<file path="src/rtl/bin_a_bcd_secuencial.sv">
// Sequential double-dabble converter: signed WIDTH-bit binary to sign + BCD.
// Ports: clk, rst (sync, active high), start, num_binario -> busy, done, signo, bcd.
module bin_a_bcd_secuencial #(
    parameter int WIDTH  = 14,
    parameter int DIGITS = 4
) (
    input  logic                  clk,
    input  logic                  rst,
    input  logic                  start,
    input  logic [WIDTH-1:0]      num_binario,
    output logic                  busy,
    output logic                  done,
    output logic                  signo,
    output logic [4*DIGITS-1:0]   bcd
);

    localparam int CW = $clog2(WIDTH + 1);

    typedef enum logic [1:0] {
        IDLE,
        SHIFT,
        DONE
    } state_t;

    state_t              state;
    state_t              state_next;
    logic [WIDTH-1:0]    mag;
    logic [4*DIGITS-1:0] acc;
    logic [4*DIGITS-1:0] adj;
    logic [4*DIGITS-1:0] acc_shift;
    logic [CW-1:0]       cnt;
    logic                s;
    logic                take;
    logic                last;
    logic [WIDTH-1:0]    mag_in;

    // A new operand is accepted from IDLE, or from DONE for back-to-back use.
    assign take   = start && (state == IDLE || state == DONE);
    assign last   = (state == SHIFT) && (cnt == CW'(1));
    assign mag_in = num_binario[WIDTH-1] ? (~num_binario + WIDTH'(1))
                                         : num_binario;

    // Add-3 on every digit >= 5, then shift the next magnitude bit in.
    always_comb begin
        adj = acc;
        for (int i = 0; i < DIGITS; i++) begin
            if (acc[4*i +: 4] >= 4'd5)
                adj[4*i +: 4] = acc[4*i +: 4] + 4'd3;
        end
        acc_shift = {adj[4*DIGITS-2:0], mag[WIDTH-1]};
    end

    always_comb begin
        state_next = state;
        busy       = 1'b0;
        done       = 1'b0;
        unique case (state)
            IDLE: begin
                if (start)
                    state_next = SHIFT;
            end
            SHIFT: begin
                busy = 1'b1;
                if (cnt == CW'(1))
                    state_next = DONE;
            end
            DONE: begin
                done       = 1'b1;
                state_next = start ? SHIFT : IDLE;
            end
            default: state_next = IDLE;
        endcase
    end

    always_ff @(posedge clk) begin
        if (rst) begin
            state <= IDLE;
            mag   <= '0;
            acc   <= '0;
            cnt   <= '0;
            s     <= 1'b0;
            bcd   <= '0;
            signo <= 1'b0;
        end else begin
            state <= state_next;
            if (take) begin
                s   <= num_binario[WIDTH-1];
                mag <= mag_in;
                acc <= '0;
                cnt <= CW'(WIDTH);
            end else if (state == SHIFT) begin
                acc <= acc_shift;
                mag <= {mag[WIDTH-2:0], 1'b0};
                cnt <= cnt - CW'(1);
            end
            // Results land together with the entry into DONE, so they are
            // valid during the done pulse and never show partial values.
            if (last) begin
                bcd   <= acc_shift;
                signo <= s;
            end
        end
    end

endmodule

</file>
<file path="config.mk">
export PLATFORM = sky130hd
export DESIGN_NAME = bin_a_bcd_secuencial
export DESIGN_NICKNAME = d
export VERILOG_FILES = /design/src/rtl/bin_a_bcd_secuencial.sv
export SDC_FILE = /design/constraint.sdc
export NUM_CORES = 1
export LEC_CHECK = 0
export ABC_AREA = 0
export CORE_MARGIN = 2
export CORE_UTILIZATION = 50
export CTS_BUF_LIST = sky130_fd_sc_hd__clkbuf_4
export CTS_CLUSTER_DIAMETER = 40
export CTS_CLUSTER_SIZE = 16
export DETAILED_ROUTE_END_ITERATION = 8
export PLACE_DENSITY = 0.7
export SKIP_CTS_REPAIR_TIMING = 1
export SYNTH_ARGS = -nofsm -noshare
export SYNTH_HDL_FRONTEND = slang
export SYNTH_SLANG_ARGS = --single-unit
</file>
<file path="constraint.sdc">
create_clock -name clk -period 2 [get_ports clk]
set_input_delay 0.4 -clock clk [delete_from_list [all_inputs] [get_ports clk]]
set_output_delay 0.4 -clock clk [all_outputs]
set_load 0.005 [all_outputs]
</file>
Yosys cells after proc, flatten, opt, wreduce, memory -nomap -nowiden
Index checks and enable logic that the tools add are counted.
{ "op_classes": {"addsub": 6, "bitwise": 1, "n_reduce_logical": 7, "eq_ne": 5, "order_cmp": 4, "mux": 15} }
{ "op_table": {"columns": ["operator", "count"], "rows": [
  ["14-bit 2-to-1 mux", 3],
  ["4-bit 2-to-1 mux", 5],
  ["4-bit by 3-bit >= comparator with 1-bit output, second input constant", 4],
  ["14-bit by 1-bit adder with 14-bit output, second input constant", 1],
  ["14-bit NOT", 1],
  ["4-bit by 2-bit adder with 4-bit output, second input constant", 3],
  ["2-bit one-hot mux with 3 select lines", 1],
  ["4-bit by 1-bit equality test with 1-bit output, second input constant", 1],
  ["2-bit 2-to-1 mux", 2],
  ["2-bit inequality test, second input constant", 2],
  ["4-bit by 1-bit subtractor with 4-bit output, second input constant", 1],
  ["3-bit by 2-bit adder with 3-bit output, second input constant", 1],
  ["1-bit 2-to-1 mux", 3],
  ["3-bit 2-to-1 mux", 1],
  ["2-bit by 1-bit equality test with 1-bit output, second input constant", 1],
  ["2-bit equality test, second input constant", 1],
  ["1-bit logical AND", 2],
  ["2-bit zero test", 1],
  ["2-bit AND reduction", 1],
  ["2-bit nonzero test", 1],
  ["2-bit OR reduction", 1],
  ["1-bit logical OR", 1]
]} }
{ "word_totals": {"input_bits": 17, "elab_cells": 46, "regBits": 54} }

Logic depth before layout (Yosys ltp)
{ "logic_depth": {"word_depth": 4, "depth_mapped": 7} }

Worst setup path after synthesis
No wires, ideal clock.
{ "synth_path": {"kind": "input-to-reg", "from": "input num_binario[6]", "to": "register mag[12]", "setup_slack_ns": 0.179, "t_arrival_ns": 1.689, "path_stages": 5, "path_cell_list": "or4_1 -> clkbuf_2 -> or4_1 -> a21oi_1 -> nor3_1"} }
{ "synth_between": {"elab_chain_cells": 4} }
{ "synth_rtl": {"columns": ["item", "line_no", "rtl"], "rows": [
  ["start: declaration", "10", "input logic [WIDTH-1:0] num_binario,"],
  ["14-bit NOT", "40", "assign mag_in = num_binario[WIDTH-1] ? (~num_binario + WIDTH'(1))"],
  ["14-bit by 1-bit adder with 14-bit output", "40", null],
  ["14-bit 2-to-1 mux", "40", null],
  ["14-bit 2-to-1 mux", "86", "if (take) begin"],
  ["end signal: assignment", "88", "mag <= mag_in;"],
  ["end signal: assignment", "93", "mag <= {mag[WIDTH-2:0], 1'b0};"],
  ["end: declaration", "27", "logic [WIDTH-1:0] mag;"]
]} }
No other way between the ends.
A chain may end at the register's enable or synchronous reset.

Worst setup path after layout
{ "layout_path": {"from": "register cnt[0]", "to": "register bcd[2]"} }
{ "layout_between": {"elab_chain_cells": 2} }
{ "layout_rtl": {"columns": ["item", "line_no", "rtl"], "rows": [
  ["start: declaration", "31", "logic [CW-1:0] cnt;"],
  ["start signal: assignment", "90", "cnt <= CW'(WIDTH);"],
  ["start signal: assignment", "94", "cnt <= cnt - CW'(1);"],
  ["4-bit by 1-bit equality test with 1-bit output", "39", "assign last = (state == SHIFT) && (cnt == CW'(1));"],
  ["1-bit logical AND", "39", null],
  ["end signal: assignment", "99", "bcd <= acc_shift;"],
  ["end: declaration", "14", "output logic [4*DIGITS-1:0] bcd"]
]} }
No other way between the ends.

==> results.txt <==
Max-cap violations - 0
critical path class - flip-flop to flip-flop
GRT overflow - 0
post-DR vias/cell - 5.34
Post-Place Cell Area - 0.00326 mm²
Finished Layout Cells - 437
wire per inst - 12.6 µm
synth warn - 0
Inserted Clock Buffers - 5
Initial Util - 52.0%
Post-Synthesis Cell Area - 0.00265 mm²
clk sinks - 54
vias in the first global route - 2191
post-synthesis sequential area ratio - 40.7%
Slew Viols, Final - 0
post-route clock period utilization - 95.9%
num ports - 36
Fmax - 521 MHz
top post-synthesis cells by area - dfxtp_1, ha_1, o22ai_1
n_diodes - 0
relative slew slack - 68.4%
largest net degree at the start of global routing - 34
Die ar. - 0.00591 mm²
Root Driver - clkbuf_4
Avg Inst Size Synth - 8.45 µm²
worst-margin pin slew - 0.473 ns
Synth top area share - 40.7%
GRT Resource Usage Total - 19.8%
HP Class - flip-flop to flip-flop
first-pass GRT wire length - 9650 µm
Routed Antenna Nets - 0
Seq cells post-synth - 54
Peak VDD IR - 334 µV
Core Footprint - 0.00511 mm²
Syn Nets - 342
Die Width - 76.9 µm
final instance area - 0.00334 mm²
drt pass-1 iters - 4
CTS H-tree lvls - 2
ys async rst share - 0%
DRC viols - 0
skew final - 0.00720 ns
hold_ws - 0.464 ns
CTS tree - built
Place WS - -0.328 ns
placed wire-length estimate - 4010 µm
port bufs - 35
status - complete, no violations
number of synthesized flops with an enable pin - 0
crit path setup slack, layout - 0.0811 ns
Worst EP arrival - 2.21 ns
Clock Latency Late Sink - 0.37 ns
Nets - 394
Overall Power - 1.97 mW
worst-case clock buffer depth - 2
Worst Path Required - 2.29 ns
most frequent cells after synthesis - dfxtp_1, nand2_1, nor2_1
Final Wtd Congestion - 0.831
Placed Cells incl. Taps - 429
Vias - 2333
area leader, netlist - dfxtp_1
PwrDens - 591 mW/mm²
die height - 76.9 µm
Final setup violation count - 0
RSZ-0062 raised after global routing - no
drt first-iter violations - 115
worst-path fanout max - 9
Static Leak - 1.21 nW
fin crit period - 1.92 ns
count leader, synth - dfxtp_1
Top FF cell, synth - dfxtp_1
Syn Inst Count - 314
Fin. Hold Viols - 0
final wirelength - 5490 µm
Fillers - 456
initial antenna violation count - 0
row cnt - 26
Setup crit start kind - flip-flop
Crit. End Element - flip-flop
Distinct cells, synth - 39
Clk pin slew, worst setup/hold paths - 0.15 ns
layout cells sized above 1 - 13.6%
Area Overhead vs Synth - 25.7%
## worst max-delay path: stages, from the launching register on
cell and delay [ns]:
dfxtp_1 0.44, ha_1 0.16, or3b_2 0.49, or3_1 0.51, o22ai_1 0.24
## final cells by class
type,instances,area [µm²],area share [%]
timing repair buffer,65,601,18.0
clock buffer,6,45.0,1.35
tap,70,87.6,2.63
sequential,54,1080,32.4
multi-input combinational,226,1460,43.7
clock inverter,2,8.76,0.263
inverter,14,52.6,1.58
## registers in the layout (all words and copies together), names as in the netlist
register,count
cnt,4
mag,14
signo,1
acc,16
state,2
s,1
bcd,16
## path summary, 6_finish.rpt
| kind | start | slack, ns | to | cells past startpoint |
|---|---|---|---|---|
| setup / recovery | cnt[0]$_SDFFE_PP0P_ | 0.08 | bcd[2]$_SDFFE_PP0P_ | 4 |
| hold / removal | s$_SDFFE_PP0P_ | 0.46 | s$_SDFFE_PP0P_ | 2 |
| setup reg to reg | cnt[0]$_SDFFE_PP0P_ | 0.08 | bcd[2]$_SDFFE_PP0P_ | 4 |
| hold reg to reg | s$_SDFFE_PP0P_ | 0.46 | s$_SDFFE_PP0P_ | 2 |
## power by group
group / switching, mW / leakage (nW) / internal, mW
Clock: 0.326 / 0.0331 / 0.147
Sequential: 0.0298 / 0.440 / 1.12
Combinational: 0.175 / 0.737 / 0.173
Total: 0.530 / 1.21 / 1.44
## logic make-up after synthesis
logic type	share of synthesized area, %
simple gates	19.7
compound gates	20.2
flops	40.7
buf+inv	4.95
xor+xnor	5.61
fa+ha+maj	5.19
mux	3.58
## placed cells by master (no fill, tap or decap), types with 2 or more instances in the layout
cell type and n:
o41ai_2 2, a21oi_1 24, ha_1 11, nand2b_1 16, buf_4 28, xor2_1 9
xnor2_1 8, nand2_1 33, nor2b_1 2, a311oi_1 3, a211oi_1 14, buf_12 2
clkinv_1 2, nor3b_1 7, dfxtp_1 53, nor3_1 2, o31ai_1 4, clkbuf_4 6
a31o_2 2, clkdlybuf4s50_1 35, mux2i_1 5, mux2_2 4, and3_1 3, o22ai_1 20
nand3_1 4, nor2_1 25, o21ai_0 11, or4_1 4, inv_1 13, or3_1 3
## per-layer routing
layer	GRT usage [%]	vias to the layer above	wire length (µm)
li1	-	1209	-
met2	36.1	58	2790
met3	4.24	7	242
met4	7.27	0	70
met5	0	-	0
met1	22.4	1059	2390
## through the flow
step | utilization, % | setup TNS [ns]
floorplan | - | 0
global placement | 63.9 | -1.96
detailed placement | 63.9 | -2.21
CTS | 64.9 | -0.179
global route | 65.3 | 0
finish | 65.3 | 0
Power figures use the tool's default switching activity.
